## src/rtl/maxnet_pkg.sv

```systemverilog
// maxnet_pkg: shared operand width, loader state encoding and IEEE-754 constants
package maxnet_pkg;
    localparam int DATA_W = 32;
    localparam logic [DATA_W-1:0] DEFAULT_EPS = 32'hBE4CCCCD;
    localparam logic [DATA_W-1:0] QNAN = 32'h7FC00000;
    typedef enum logic [1:0] {ST_FILL, ST_LAUNCH, ST_WAIT, ST_RESULT} loader_state_t;
endpackage

```

## src/rtl/maxnet_result_reg.sv

```systemverilog
// maxnet_result_reg: result holding register with a valid/ready output handshake
module maxnet_result_reg
    import maxnet_pkg::*;
(
    input  logic              clk,
    input  logic              rst,
    input  logic              load,
    input  logic [DATA_W-1:0] load_data,
    input  logic              load_overflow,
    input  logic              load_timeout,
    input  logic              res_ready,
    output logic              res_valid,
    output logic [DATA_W-1:0] res_data,
    output logic              res_overflow,
    output logic              res_timeout
);
    // capture a result when empty, release it on the consumer handshake
    always_ff @(posedge clk) begin
        if (rst) begin
            res_valid    <= 1'b0;
            res_data     <= '0;
            res_overflow <= 1'b0;
            res_timeout  <= 1'b0;
        end else if (load && !res_valid) begin
            res_valid    <= 1'b1;
            res_data     <= load_data;
            res_overflow <= load_overflow;
            res_timeout  <= load_timeout;
        end else if (res_valid && res_ready) begin
            res_valid <= 1'b0;
        end
    end
endmodule

```

## src/rtl/maxnet_operand_loader.sv

```systemverilog
// maxnet_operand_loader: buffers four activations, launches the Maxnet core and returns its result; optional watchdog via MAXNET_LOADER_WATCHDOG_EN
module maxnet_operand_loader
    import maxnet_pkg::*;
#(
    parameter logic [DATA_W-1:0] DEFAULT_EPS = maxnet_pkg::DEFAULT_EPS,
    parameter int unsigned       WDOG_CYCLES = 200000
) (
    input  logic              clk,
    input  logic              rst,
    input  logic              in_valid,
    input  logic [DATA_W-1:0] in_data,
    output logic              in_ready,
    input  logic              cfg_eps_sel,
    input  logic [DATA_W-1:0] cfg_eps,
    output logic              mx_start,
    output logic [DATA_W-1:0] mx_eps,
    output logic [DATA_W-1:0] mx_a1,
    output logic [DATA_W-1:0] mx_a2,
    output logic [DATA_W-1:0] mx_a3,
    output logic [DATA_W-1:0] mx_a4,
    input  logic              mx_finish,
    input  logic              mx_overflow,
    input  logic [DATA_W-1:0] mx_out,
    output logic              res_valid,
    output logic [DATA_W-1:0] res_data,
    output logic              res_overflow,
    output logic              res_timeout,
    input  logic              res_ready
);
    loader_state_t     state, state_next;
    logic [1:0]        cnt;
    logic [DATA_W-1:0] a [4];
    logic [DATA_W-1:0] eps_q;
    logic              armed;
    logic              fire;
    logic              capture;
    logic              timeout;
    logic              load;

    assign fire    = in_valid && in_ready;
    assign capture = state == ST_WAIT && armed && mx_finish;
    assign load    = capture || timeout;
    assign mx_a1   = a[0];
    assign mx_a2   = a[1];
    assign mx_a3   = a[2];
    assign mx_a4   = a[3];
    assign mx_eps  = eps_q;

`ifdef MAXNET_LOADER_WATCHDOG_EN
    logic [31:0] wdog;

    // count WAIT cycles of the current run; a finish on the limit cycle still wins
    always_ff @(posedge clk) begin
        if (rst || state == ST_LAUNCH)
            wdog <= '0;
        else if (state == ST_WAIT)
            wdog <= wdog + 32'd1;
    end

    assign timeout = state == ST_WAIT && !capture && wdog == 32'(WDOG_CYCLES - 1);
`else
    assign timeout = 1'b0;
`endif

    // state register
    always_ff @(posedge clk) begin
        if (rst)
            state <= ST_FILL;
        else
            state <= state_next;
    end

    // next-state logic
    always_comb begin
        state_next = state;
        case (state)
            ST_FILL:   state_next = (fire && cnt == 2'd3) ? ST_LAUNCH : ST_FILL;
            ST_LAUNCH: state_next = ST_WAIT;
            ST_WAIT:   state_next = load ? ST_RESULT : ST_WAIT;
            ST_RESULT: state_next = res_ready ? ST_FILL : ST_RESULT;
            default:   state_next = ST_FILL;
        endcase
    end

    // handshake and start pulse decoded from the registered state
    always_comb begin
        in_ready = state == ST_FILL;
        mx_start = state == ST_LAUNCH;
    end

    // operand buffer, eps latch and stale-finish guard (armed only after the first WAIT cycle)
    always_ff @(posedge clk) begin
        if (rst) begin
            cnt   <= 2'd0;
            a     <= '{default: '0};
            eps_q <= DEFAULT_EPS;
            armed <= 1'b0;
        end else begin
            armed <= state == ST_WAIT;
            if (fire) begin
                a[cnt] <= in_data;
                cnt    <= cnt + 2'd1;
                if (cnt == 2'd3)
                    eps_q <= cfg_eps_sel ? cfg_eps : DEFAULT_EPS;
            end
        end
    end

    maxnet_result_reg u_result (
        .clk          (clk),
        .rst          (rst),
        .load         (load),
        .load_data    (capture ? mx_out : QNAN),
        .load_overflow(capture && mx_overflow),
        .load_timeout (!capture),
        .res_ready    (res_ready),
        .res_valid    (res_valid),
        .res_data     (res_data),
        .res_overflow (res_overflow),
        .res_timeout  (res_timeout)
    );
endmodule

```

## config.mk

```make
export PLATFORM = sky130hd
export DESIGN_NAME = maxnet_operand_loader
export DESIGN_NICKNAME = d
export VERILOG_FILES = /design/src/rtl/maxnet_pkg.sv /design/src/rtl/maxnet_result_reg.sv /design/src/rtl/maxnet_operand_loader.sv
export SDC_FILE = /design/constraint.sdc
export NUM_CORES = 1
export LEC_CHECK = 0
export CELL_PAD_IN_SITES_DETAIL_PLACEMENT = 1
export CELL_PAD_IN_SITES_GLOBAL_PLACEMENT = 2
export CORE_AREA = 2 2 171 173
export CTS_BUF_LIST = sky130_fd_sc_hd__clkbuf_4
export DETAILED_ROUTE_END_ITERATION = 7
export DIE_AREA = 0 0 173 175
export PLACE_DENSITY = 0.85
export SYNTH_ARGS = -nofsm -noshare
export SYNTH_HDL_FRONTEND = slang
export SYNTH_SLANG_ARGS = --single-unit
```

## constraint.sdc

```tcl
create_clock -name clk -period 3.5 [get_ports clk]
set_clock_uncertainty 0.05 [all_clocks]
set_input_delay 0.35 -clock clk [delete_from_list [all_inputs] [get_ports clk]]
set_output_delay 0.35 -clock clk [all_outputs]
set_load 0.01 [all_outputs]
```

==> impl_metrics.json <==
{
  "status": "finished, final reports clean",
  "final_area_um2": 11110,
  "mostFrequentLayoutCells": "clkdlybuf4s50_1, nand2_1, dfxtp_1, a21oi_1, nand2b_1",
  "grt_max_degree": 145,
  "ys.flop_type": "dfxtp_1",
  "vias": 6904,
  "cp_max_fo": 15,
  "rows": 62,
  "drt_first_pass_iters": 4,
  "maxSlewHeadroom": 0.2452,
  "syn_area_um2": 7542,
  "port_buffers": 299,
  "max_freq_mhz": 402.2,
  "cp_slowest_stage_delay_ns": 0.74,
  "die_area_um2": 30280,
  "drv_cap": 0,
  "layout.nets": 1250,
  "post-place-ws_ns": 0.8411,
  "drtIter0Drc": 286,
  "placed_cell_area_um2": 10840,
  "syn-num-nets": 989,
  "maxSlewViolCount": 0,
  "tritoncts": "done",
  "final_layout_size_suffix_gt1_frac": 0.04931,
  "fin_crit_sh": 0.7103,
  "die_height_um": 175,
  "min_period_ns": 2.486,
  "seq_power_share": 0.570,
  "path_class": "register to primary output",
  "p_leak_nw": 3.805,
  "viasPerCell": 4.477,
  "yosysSeqAreaShare": 0.5309,
  "ir_worst_vdd_mv": 0.2313,
  "drt.antenna.violating_nets": 0,
  "intPower_mw": 2.961,
  "cp.arrival_ns": 2.09,
  "ys_seq_elements": 200,
  "grt_usage": 0.1707,
  "gp_congestion": 0.7412,
  "die_w_um": 173,
  "p_per_area_nw_per_um2": 376.3,
  "numPlacedInstances": 1508,
  "hpwl_um": 18250,
  "p_sw_frac": 0.2919,
  "post-cts-setup-buffer-count": 0,
  "layout_commonest_cell": "clkdlybuf4s50_1",
  "grt-ovfl-total": 0,
  "grt_setup_unrepaired": "no",
  "cts.hold.buffers_added": 0,
  "core_area_um2": 28390,
  "grt_pass1_vias": 7094,
  "ios": 300,
  "avgSynthCellArea_um2": 8.551,
  "synth_edf_count": 0,
  "hold_slack_ns": 0.2691,
  "cts_sinks": 200,
  "drc": 0,
  "power.switching_mw": 1.221,
  "clock_power_share": 0.292,
  "tightest_slew_ns": 1.132,
  "crit_slowest_cell": "dfxtp_1",
  "setup_tns_ns": 0,
  "yosysUniqueCellTypes": 27,
  "cp_data_required_time_ns": 3.10,
  "cts_inserted_buffers": 17,
  "antenna_found_initial": 2,
  "avgRoutedWirePerCell_um": 17.00,
  "totalWireLength_um": 26220,
  "cts_max_path_buffers": 2,
  "worstSkewPairLatency_ns": 0.56,
  "cts.clk_slew.worst_paths_ns": 0.19,
  "setup_viol": 0,
  "initial_core_util": 0.2656,
  "setup_slack_ns": 1.014,
  "cts_root_buffer": "clkbuf_4",
  "ys_warn_count": 0,
  "crit_path_start_kind": "register",
  "syn2layout_area_growth_pct": 47.33,
  "grt_pass1_wl_um": 40850,
  "syn_inst": 882,
  "endpoint_kind": "primary output",
  "htree_levels": 4,
  "postLayoutCoreUtil": 0.3914,
  "async_flop_share": 0,
  "hold_path_class": "input port to register",
  "cts.repair.resized": 0,
  "finalHoldViolations": 0,
  "p_total_mw": 4.182,
  "final-instance-count-excl-fill": 1542,
  "path_cells": "nor2b_1, clkdlybuf4s50_1",
  "p_comb_frac": 0.139
}
[layer usage]
metal	track usage	vias to the layer above	share of wire
met5	0	-	0
met4	0.04696	0	0.013
met3	0.04896	19	0.062
met2	0.2932	175	0.48
met1	0.2087	3327	0.44
li1	-	3383	-
[power groups by stage]
stage                     clock, mW  sequential [mW]  combinational, mW
after floorplan                   0             2.45              0.216
after global placement            0             2.43              0.582
after detailed placement          0             2.43              0.590
after CTS                      1.29             2.38              0.591
after global routing           1.38             2.39              0.632
final                          1.22             2.38              0.581
[flip-flops by register name (all words and copies together), names as in the netlist, 2 cells and up]
name               flops
mx_a3                 32
mx_a4                 32
mx_eps                32
u_result.res_data     32
state                  2
cnt                    2
mx_a1                 32
mx_a2                 32
[cells in the mapped netlist, types with 2 or more instances]
library cell	count	area, um^2
nand3_1	14	70.07
ha_1	4	50.05
nand2_1	270	1013
nor3b_1	21	157.7
nor2_1	21	78.83
a21oi_1	142	710.7
buf_6	10	112.6
dfxtp_1	200	4004
nor4bb_1	3	30.03
buf_2	18	90.09
mux2i_1	35	350.3
nand4bb_1	4	45.04
nor2b_1	2	12.51
inv_1	2	7.510
buf_4	4	30.03
buf_1	4	15.01
nand2b_1	66	412.9
clkbuf_1	36	135.1
o21bai_1	18	135.1
[final timing paths]
| check | startpoint | endpoint | slack, ns | cells past startpoint |
|---|---|---|---|---|
| setup reg to reg | state[1] | mx_a2[31] | 1.26 | 3 |
| hold reg to reg | mx_a1[31] | mx_a1[31] | 0.42 | 2 |
| hold / removal | mx_out[13] | u_result.res_data[13] | 0.27 | 3 |
| setup / recovery | state[0] | mx_start | 1.01 | 2 |
[cell families after synthesis]
| logic type | after synthesis | synth area share |
|---|---|---|
| AOI/OAI and AO/OA | 161 | 0.1130 |
| adders and majority gates | 4 | 0.006636 |
| xor gates and xnor gates | 1 | 0.001161 |
| DFF | 200 | 0.5309 |
| buffers and inverters | 74 | 0.05176 |
| and+or+nand+nor | 407 | 0.2502 |
| muxes | 35 | 0.04645 |
[critical path: cells and delay by family, from the launching register on]
| family | cells | cell delay (ns) |
|---|---|---|
| buffers and inverters | 1 | 0.59 |
| DFF | 1 | 0.74 |
| and+or+nand+nor | 1 | 0.22 |
[layout make-up]
type                       count  area (um^2)
multi-input combinational    608         3224
tap                          384        480.5
fill                        3370        17280
antenna                        2        5.005
clock inverter                14        136.4
timing repair buffer         314         3119
clock buffer                  18        135.1
sequential                   200         4004
inverter                       2        7.507
(Power assumes the default switching activity.)
